===== config.mk =====
export PLATFORM = sky130hd
export DESIGN_NAME = conv_post_pool_flat
export DESIGN_NICKNAME = d
export VERILOG_FILES = /design/src/rtl/bnn_pkg.sv /design/src/rtl/conv_post_pool_if.sv /design/src/rtl/pool2x2_line.sv /design/src/rtl/conv_post_pool.sv /design/src/flat_wrapper.sv
export SDC_FILE = /design/constraint.sdc
export NUM_CORES = 1
export LEC_CHECK = 0
export BUFFER_PORTS_ARGS = -buffer_cell sky130_fd_sc_hd__buf_2
export CORE_MARGIN = 3
export CORE_UTILIZATION = 40
export CTS_BUF_LIST = sky130_fd_sc_hd__clkbuf_8
export DETAILED_ROUTE_END_ITERATION = 8
export SLEW_MARGIN = 10
export SYNTH_ARGS = -nofsm -noshare
export SYNTH_HDL_FRONTEND = slang
export SYNTH_SLANG_ARGS = --single-unit

===== constraint.sdc =====
create_clock -name clk -period 5.1 [get_ports clk]
set_clock_uncertainty 0.05 [all_clocks]
set_input_delay 1.02 -clock clk [delete_from_list [all_inputs] [get_ports clk]]
set_output_delay 1.02 -clock clk [all_outputs]
set_load 0.01 [all_outputs]

===== src/rtl/bnn_pkg.sv =====
`default_nettype none
// bnn_pkg: shared widths, frame geometry, FSM encoding and helpers for the BNN post-conv stage.
// Rev 1.0
package bnn_pkg;
  localparam int DW       = 32;
  localparam int OW       = 16;
  localparam int W0       = 24;
  localparam int W1       = 8;
  localparam int WIN_DLY0 = 10;
  localparam int WIN_DLY1 = 90;

  localparam int WMAX   = (W0 > W1) ? W0 : W1;
  localparam int CW     = $clog2(WMAX * WMAX + 1);
  localparam int LBD    = WMAX / 2;
  localparam int LBW    = $clog2(LBD);
  localparam int DLYMAX = (WIN_DLY0 > WIN_DLY1) ? WIN_DLY0 : WIN_DLY1;
  localparam int DLYW   = $clog2(DLYMAX + 1);

  localparam logic signed [DW-1:0] QMAX = DW'((1 << (OW - 1)) - 1);

  typedef enum logic [2:0] {
    S_IDLE  = 3'd0,
    S_DELAY = 3'd1,
    S_RUN   = 3'd2,
    S_FLUSH = 3'd3,
    S_DONE  = 3'd4
  } state_e;

  function automatic logic [CW-1:0] layer_width(input logic l);
    return l ? CW'(W1) : CW'(W0);
  endfunction

  function automatic logic [DLYW-1:0] layer_dly(input logic l);
    return l ? DLYW'(WIN_DLY1) : DLYW'(WIN_DLY0);
  endfunction

  // ReLU, arithmetic right shift, then clamp to the positive OW-bit range.
  function automatic logic [OW-1:0] relu_quant(input logic signed [DW-1:0] d, input logic [4:0] sh);
    logic signed [DW-1:0] q;
    q = d >>> sh;
    if (d < 0)
      return '0;
    else if (q > QMAX)
      return QMAX[OW-1:0];
    else
      return q[OW-1:0];
  endfunction
endpackage
`default_nettype wire


===== src/rtl/conv_post_pool_if.sv =====
`default_nettype none
// conv_post_pool_if: control, conv-input and pooled-output signals of the post-conv stage.
// Rev 1.0
interface conv_post_pool_if;
  import bnn_pkg::*;

  logic          start;
  logic          layer;
  logic [4:0]    shift;
  logic          in_valid;
  logic [DW-1:0] in_data;
  logic          win_start;
  logic          busy;
  logic          out_valid;
  logic [OW-1:0] out_data;
  logic          done;
  logic          overrun;

  modport master (
    output start, layer, shift, in_valid, in_data,
    input  win_start, busy, out_valid, out_data, done, overrun
  );

  modport slave (
    input  start, layer, shift, in_valid, in_data,
    output win_start, busy, out_valid, out_data, done, overrun
  );
endinterface
`default_nettype wire


===== src/rtl/pool2x2_line.sv =====
`default_nettype none
// pool2x2_line: 2x2/stride-2 max pool over a raster stream using a half-row line buffer.
// Rev 1.0
module pool2x2_line import bnn_pkg::*; (
  input  logic          clk,
  input  logic          rstn,
  input  logic          clear_i,
  input  logic          valid_i,
  input  logic [OW-1:0] data_i,
  input  logic [CW-1:0] width_i,
  output logic          valid_o,
  output logic          last_o,
  output logic [OW-1:0] data_o
);
  logic [CW-1:0]  col_q;
  logic [CW-1:0]  row_q;
  logic [OW-1:0]  prev_q;
  logic [OW-1:0]  lbuf_q [LBD];
  logic           valid_q;
  logic           last_q;
  logic [OW-1:0]  data_q;

  logic [LBW-1:0] idx;
  logic [OW-1:0]  pair_max;
  logic [OW-1:0]  out_max;
  logic           col_last;
  logic           row_last;

  assign idx      = col_q[LBW:1];
  assign col_last = (col_q == width_i - 1'b1);
  assign row_last = (row_q == width_i - 1'b1);
  assign pair_max = ($signed(prev_q) > $signed(data_i)) ? prev_q : data_i;
  assign out_max  = ($signed(lbuf_q[idx]) > $signed(pair_max)) ? lbuf_q[idx] : pair_max;

  always_ff @(posedge clk or negedge rstn) begin
    if (!rstn) begin
      col_q   <= '0;
      row_q   <= '0;
      prev_q  <= '0;
      valid_q <= 1'b0;
      last_q  <= 1'b0;
      data_q  <= '0;
      for (int i = 0; i < LBD; i++) lbuf_q[i] <= '0;
    end else begin
      valid_q <= 1'b0;
      if (clear_i) begin
        col_q <= '0;
        row_q <= '0;
      end else if (valid_i) begin
        // Even column holds the left half of the pair; odd column resolves it.
        if (!col_q[0]) begin
          prev_q <= data_i;
        end else if (!row_q[0]) begin
          lbuf_q[idx] <= pair_max;
        end else begin
          valid_q <= 1'b1;
          data_q  <= out_max;
          last_q  <= row_last && col_last;
        end
        if (col_last) begin
          col_q <= '0;
          row_q <= row_last ? '0 : row_q + 1'b1;
        end else begin
          col_q <= col_q + 1'b1;
        end
      end
    end
  end

  assign valid_o = valid_q;
  assign last_o  = last_q;
  assign data_o  = data_q;
endmodule
`default_nettype wire


===== src/rtl/conv_post_pool.sv =====
`default_nettype none
// conv_post_pool: frame sequencer, ReLU/quantise stage and pool wrapper after the conv engine.
// Rev 1.0
module conv_post_pool import bnn_pkg::*; (
  input  logic             clk,
  input  logic             rstn,
  conv_post_pool_if.slave  bus
);
  state_e          state_q, state_d;
  logic            layer_q;
  logic [4:0]      shift_q;
  logic [DLYW-1:0] dly_q, dly_d;
  logic [CW-1:0]   in_cnt_q, in_cnt_d;
  logic            overrun_q, overrun_d;
  logic            s1_valid_q;
  logic [OW-1:0]   s1_data_q;

  logic [CW-1:0]   width;
  logic [CW-1:0]   frame_len;
  logic            accept_start;
  logic            accept_in;
  logic            pool_valid;
  logic            pool_last;
  logic [OW-1:0]   pool_data;

  assign width        = layer_width(layer_q);
  assign frame_len    = width * width;
  assign accept_start = (state_q == S_IDLE) && bus.start;
  assign accept_in    = (state_q == S_RUN) && bus.in_valid;

  always_comb begin
    state_d   = state_q;
    dly_d     = dly_q;
    in_cnt_d  = in_cnt_q;
    overrun_d = overrun_q;
    case (state_q)
      S_IDLE: begin
        if (bus.start) begin
          state_d  = S_DELAY;
          dly_d    = '0;
          in_cnt_d = '0;
        end
      end
      S_DELAY: begin
        if (dly_q == layer_dly(layer_q) - 1'b1) state_d = S_RUN;
        else                                    dly_d   = dly_q + 1'b1;
      end
      S_RUN: begin
        if (bus.in_valid) begin
          in_cnt_d = in_cnt_q + 1'b1;
          if (in_cnt_q == frame_len - 1'b1) state_d = S_FLUSH;
        end
      end
      S_FLUSH: if (pool_valid && pool_last) state_d = S_DONE;
      S_DONE:  state_d = S_IDLE;
      default: state_d = S_IDLE;
    endcase
    if (accept_start)                            overrun_d = 1'b0;
    else if (bus.in_valid && state_q != S_RUN)   overrun_d = 1'b1;
  end

  always_ff @(posedge clk or negedge rstn) begin
    if (!rstn) begin
      state_q    <= S_IDLE;
      layer_q    <= 1'b0;
      shift_q    <= '0;
      dly_q      <= '0;
      in_cnt_q   <= '0;
      overrun_q  <= 1'b0;
      s1_valid_q <= 1'b0;
      s1_data_q  <= '0;
    end else begin
      state_q    <= state_d;
      dly_q      <= dly_d;
      in_cnt_q   <= in_cnt_d;
      overrun_q  <= overrun_d;
      s1_valid_q <= accept_in;
      if (accept_start) begin
        layer_q <= bus.layer;
        shift_q <= bus.shift;
      end
      if (accept_in) s1_data_q <= relu_quant($signed(bus.in_data), shift_q);
    end
  end

  pool2x2_line u_pool (
    .clk     (clk),
    .rstn    (rstn),
    .clear_i (accept_start),
    .valid_i (s1_valid_q),
    .data_i  (s1_data_q),
    .width_i (width),
    .valid_o (pool_valid),
    .last_o  (pool_last),
    .data_o  (pool_data)
  );

  assign bus.win_start = (state_q == S_RUN);
  assign bus.busy      = (state_q == S_DELAY) || (state_q == S_RUN) || (state_q == S_FLUSH);
  assign bus.done      = (state_q == S_DONE);
  assign bus.out_valid = pool_valid;
  assign bus.out_data  = pool_data;
  assign bus.overrun   = overrun_q;
endmodule
`default_nettype wire


===== src/flat_wrapper.sv =====
// flat-port wrapper written by rule: the top's interface ports become plain ports
module conv_post_pool_flat import bnn_pkg::*;
  (clk, rstn, bus_start, bus_layer, bus_shift, bus_in_valid, bus_in_data, bus_win_start, bus_busy, bus_out_valid, bus_out_data, bus_done, bus_overrun);
  conv_post_pool_if bus_i ();
  input  logic clk;
  input  logic rstn;
  input wire logic [$bits(bus_i.start)-1:0] bus_start;
  input wire logic [$bits(bus_i.layer)-1:0] bus_layer;
  input wire logic [$bits(bus_i.shift)-1:0] bus_shift;
  input wire logic [$bits(bus_i.in_valid)-1:0] bus_in_valid;
  input wire logic [$bits(bus_i.in_data)-1:0] bus_in_data;
  output wire logic [$bits(bus_i.win_start)-1:0] bus_win_start;
  output wire logic [$bits(bus_i.busy)-1:0] bus_busy;
  output wire logic [$bits(bus_i.out_valid)-1:0] bus_out_valid;
  output wire logic [$bits(bus_i.out_data)-1:0] bus_out_data;
  output wire logic [$bits(bus_i.done)-1:0] bus_done;
  output wire logic [$bits(bus_i.overrun)-1:0] bus_overrun;
  assign bus_i.start = bus_start;
  assign bus_i.layer = bus_layer;
  assign bus_i.shift = bus_shift;
  assign bus_i.in_valid = bus_in_valid;
  assign bus_i.in_data = bus_in_data;
  assign bus_win_start = bus_i.win_start;
  assign bus_busy = bus_i.busy;
  assign bus_out_valid = bus_i.out_valid;
  assign bus_out_data = bus_i.out_data;
  assign bus_done = bus_i.done;
  assign bus_overrun = bus_i.overrun;
  conv_post_pool u_core (.clk(clk), .rstn(rstn), .bus(bus_i));
endmodule

==> results by group <==
Timing
  • Final hold slack: 440 ps
  • Max Slew Vio Count: 0
  • Worst-margin pin slew: 1020 ps
  • Final setup TNS: 0 ps
  • Minimum clock period: 4480 ps
  • Period utilisation layout: 0.879
  • # setup viols final: 0
  • RSZ-0062 raised after global routing: false
  • Hold Violations, Final: 0
  • Fmax: between 200 and 250 MHz
  • Rel. slew slack: 0.321

Finish
  • Synth-to-Final Area Change: 12.7%
  • Design area: 0.0174 mm2
  • Number of inserted diodes: 0
  • Non-Filler Instances: between 2000 and 2500
  • Layout cells sized above 1: 0.201
  • Nets: around 1600

Power and ir drop
  • Final Power: around 11 mW
  • Leak: 7.84 nW
  • Worst IR Drop VDD: ~0.00033 V
  • Power Density: 642 mW/mm2

Global routing
  • Met3 Track Usage GR: 0.0277
  • Grt met1 use: 0.264
  • Most Crowded Layer GR: met2
  • Vias in the first global route: 11600
  • Global route overflow: 0
  • First-pass GRT wire length: about 63000 um
  • GR Util met2: 0.314
  • Initial antenna violation count: 0
  • Largest net degree at the start of global routing: 127
  • Tot GR Track Use: 0.190

Critical path
  • Worst setup SP type: flop
  • Setup CP Type: reg2reg
  • CP endpoint kind: flop
  • CP Max Fanout: 17
  • Crit path DAT: approximately 4900 ps
  • CP Data Required Time: 5560 ps

Clock tree
  • PostCTS Resize Cnt: 0
  • Clock-pin slew on the worst setup and hold paths: 60 ps
  • H-tree depth: 2
  • CTS tree: done
  • CTS Buffer Depth: 3
  • CTS sink count: 290
  • Post-CTS Setup Bufs: 0
  • Post-cts hold buffer count: 0
  • Skew-Pair Late Insertion Delay: 590 ps
  • Root Buffer: clkbuf_8
  • Clock buffer count from CTS: 49

Placement
  • DP Area: 0.0164 mm2
  • IO Port Bufs: 62
  • Placer Congestion: 0.822
  • Post-DP HPWL: 25300 um
  • Placed cell count: 1995

Outcome
  • Status: finished, final reports clean

Floorplan
  • Chip Width: 202 um
  • Rows: 71
  • Initial Util: 0.408
  • Boundary Pins: 63
  • Core area: 0.0378 mm2
  • Die Y: around 200 um
  • Die area: 0.0410 mm2

Routing
  • DR DRC count: 0
  • Drt first pass iters: 5
  • Routed Antenna Nets: 0
  • DRT iter0 DRCs: 770
  • Vias: 11500
  • WL/cell: 18.5 um
  • Via density: between 5 and 6
  • Post-Route WL: roughly 39000 um

Logic synthesis
  • Ys flop type: dfrtp_1
  • Post-synthesis sequential area ratio: 0.470
  • Synth unique cells: about 60
  • Number of synthesized flops with an enable pin: 0
  • Async set-reset flop share out of synthesis: 1.00
  • Area of the mapped netlist: 0.0154 mm2
  • Synthesized instance count: 1485
  • Syn nets: 1564
  • Cell taking the most area after synthesis: dfrtp_1
  • Proportion of netlist area held by the largest area contributor: 0.470
  • Yosys Warn Count: 0
  • Yosys reg bits: 290
  • Synth area leaders: dfrtp_1, mux4_2, a21oi_1, nor2_1, mux2i_1
  • Avg Cell Area, Syn: 10.4 um2

Flow run
  • MaxCap Viol Count: 0

Worst hold path
  • Hold Path Class: in2async
==> stage by stage <==
| stage | setup slack [ps] | util |
|---|---|---|
| floorplan | 449 | - |
| global placement | 714 | 0.432 |
| detailed placement | 598 | 0.432 |
| CTS | 586 | 0.460 |
| global route | 259 | 0.460 |
| finish | 618 | 0.460 |
==> cell type report <==
cell class / count / area (um2)
Clock buffer: 67 / 922
Sequential cell: 290 / 7260
Multi-Input combinational cell: 1053 / 7640
Tap cell: 511 / 639
Clock inverter: 24 / 114
Fill cell: 3606 / 20400
Timing Repair Buffer: 111 / 701
Inverter: 30 / 113
==> worst paths after layout <==
path / start / end / slack, ps / depth (start not counted)
max: u_core.s1_data_q[9] / u_core.u_pool.data_o[5] / 620 / 19
min: rstn / u_core.u_pool.row_q[3] / 440 / 1
max reg2reg: u_core.s1_data_q[9] / u_core.u_pool.data_o[5] / 620 / 19
min reg2reg: u_core.bus.overrun / u_core.bus.overrun / 440 / 2
max in group asynchronous: rstn / u_core.u_pool.lbuf_q[117] / 3380 / 2
min in group clk: u_core.bus.overrun / u_core.bus.overrun / 440 / 2
==> synth_stat cells (5+ instances only) <==
| cell | number |
|---|---|
| a21o_1 | 9 |
| a21oi_1 | 221 |
| a22oi_1 | 10 |
| a41oi_1 | 16 |
| and2_1 | 34 |
| and3_1 | 6 |
| buf_1 | 6 |
| buf_2 | 17 |
| clkbuf_1 | 83 |
| dfrtp_1 | 290 |
| ha_1 | 37 |
| inv_1 | 29 |
| mux2_2 | 23 |
| mux2i_1 | 71 |
| mux4_2 | 80 |
| nand2_1 | 80 |
| nand2b_1 | 5 |
| nand3_1 | 22 |
| nand4_1 | 19 |
| nor2_1 | 255 |
| nor3_1 | 10 |
| o21ai_0 | 48 |
| o22ai_1 | 6 |
| o2bb2ai_1 | 15 |
| or3_1 | 8 |
| xor2_1 | 21 |
==> state kept, by name, summed over array words and instances (netlist names), 5 cells and up <==
signal and flops:
u_core.u_pool.prev_q 16, u_core.u_pool.row_q 10, u_core.u_pool.lbuf_q 192, u_core.u_pool.data_o 16, u_core.dly_q 7, u_core.in_cnt_q 10
u_core.u_pool.col_q 10, u_core.shift_q 5, u_core.s1_data_q 16
==> per-layer routing <==
layer / vias to the layer above / wire, um
li1: 5444 / -
met4: 0 / 672
met5: - / 0
met3: 55 / 1400
met2: 245 / 18400
met1: 5727 / 18200
==> placed cells by master (no fill, tap or decap), types with 21 or more instances in the layout <==
| master | n |
|---|---|
| dfrtp_1 | 287 |
| nor2_1 | 247 |
| a21oi_1 | 221 |
| nand2_1 | 80 |
| mux4_2 | 80 |
| mux2i_1 | 71 |
| clkbuf_8 | 67 |
| buf_2 | 61 |
| o21ai_0 | 48 |
| buf_4 | 48 |
| inv_1 | 43 |
| ha_1 | 37 |
| and2_1 | 34 |
| mux2_2 | 23 |
| nand3_1 | 22 |
| xor2_1 | 21 |
==> critical path, stage by stage (launching register included) <==
cell and delay, ps:
dfrtp_1 380, inv_1 60, ha_1 300, a21o_1 170, a221o_1 350, o211ai_2 210
a31oi_1 160, a311oi_4 240, buf_4 300, mux2i_1 230, buf_4 240, ha_1 270
a21oi_1 150, nor2_1 50, a211oi_1 240, o21ba_2 170, nand4_1 90, buf_4 220
a31o_2 350, o21ai_0 190
==> logic make-up (layout without fill, tap and decap cells) <==
family	after synthesis	after routing	share of synthesized area
DFF	290	290	0.470
buffers and inverters	142	232	0.0379
muxes	174	174	0.180
xor gates and xnor gates	23	23	0.0131
AOI/OAI and AO/OA	358	358	0.137
and+or+nand+nor	461	461	0.133
adders and majority gates	37	37	0.0300
==> power breakdown <==
part	total (mW)	internal, mW	leakage, nW	switching [mW]
registers	3.76	3.01	3.84	0.759
logic	5.27	2.34	3.41	2.93
clock network	2.13	1.17	0.590	0.961
Power figures use the tool's default switching activity.
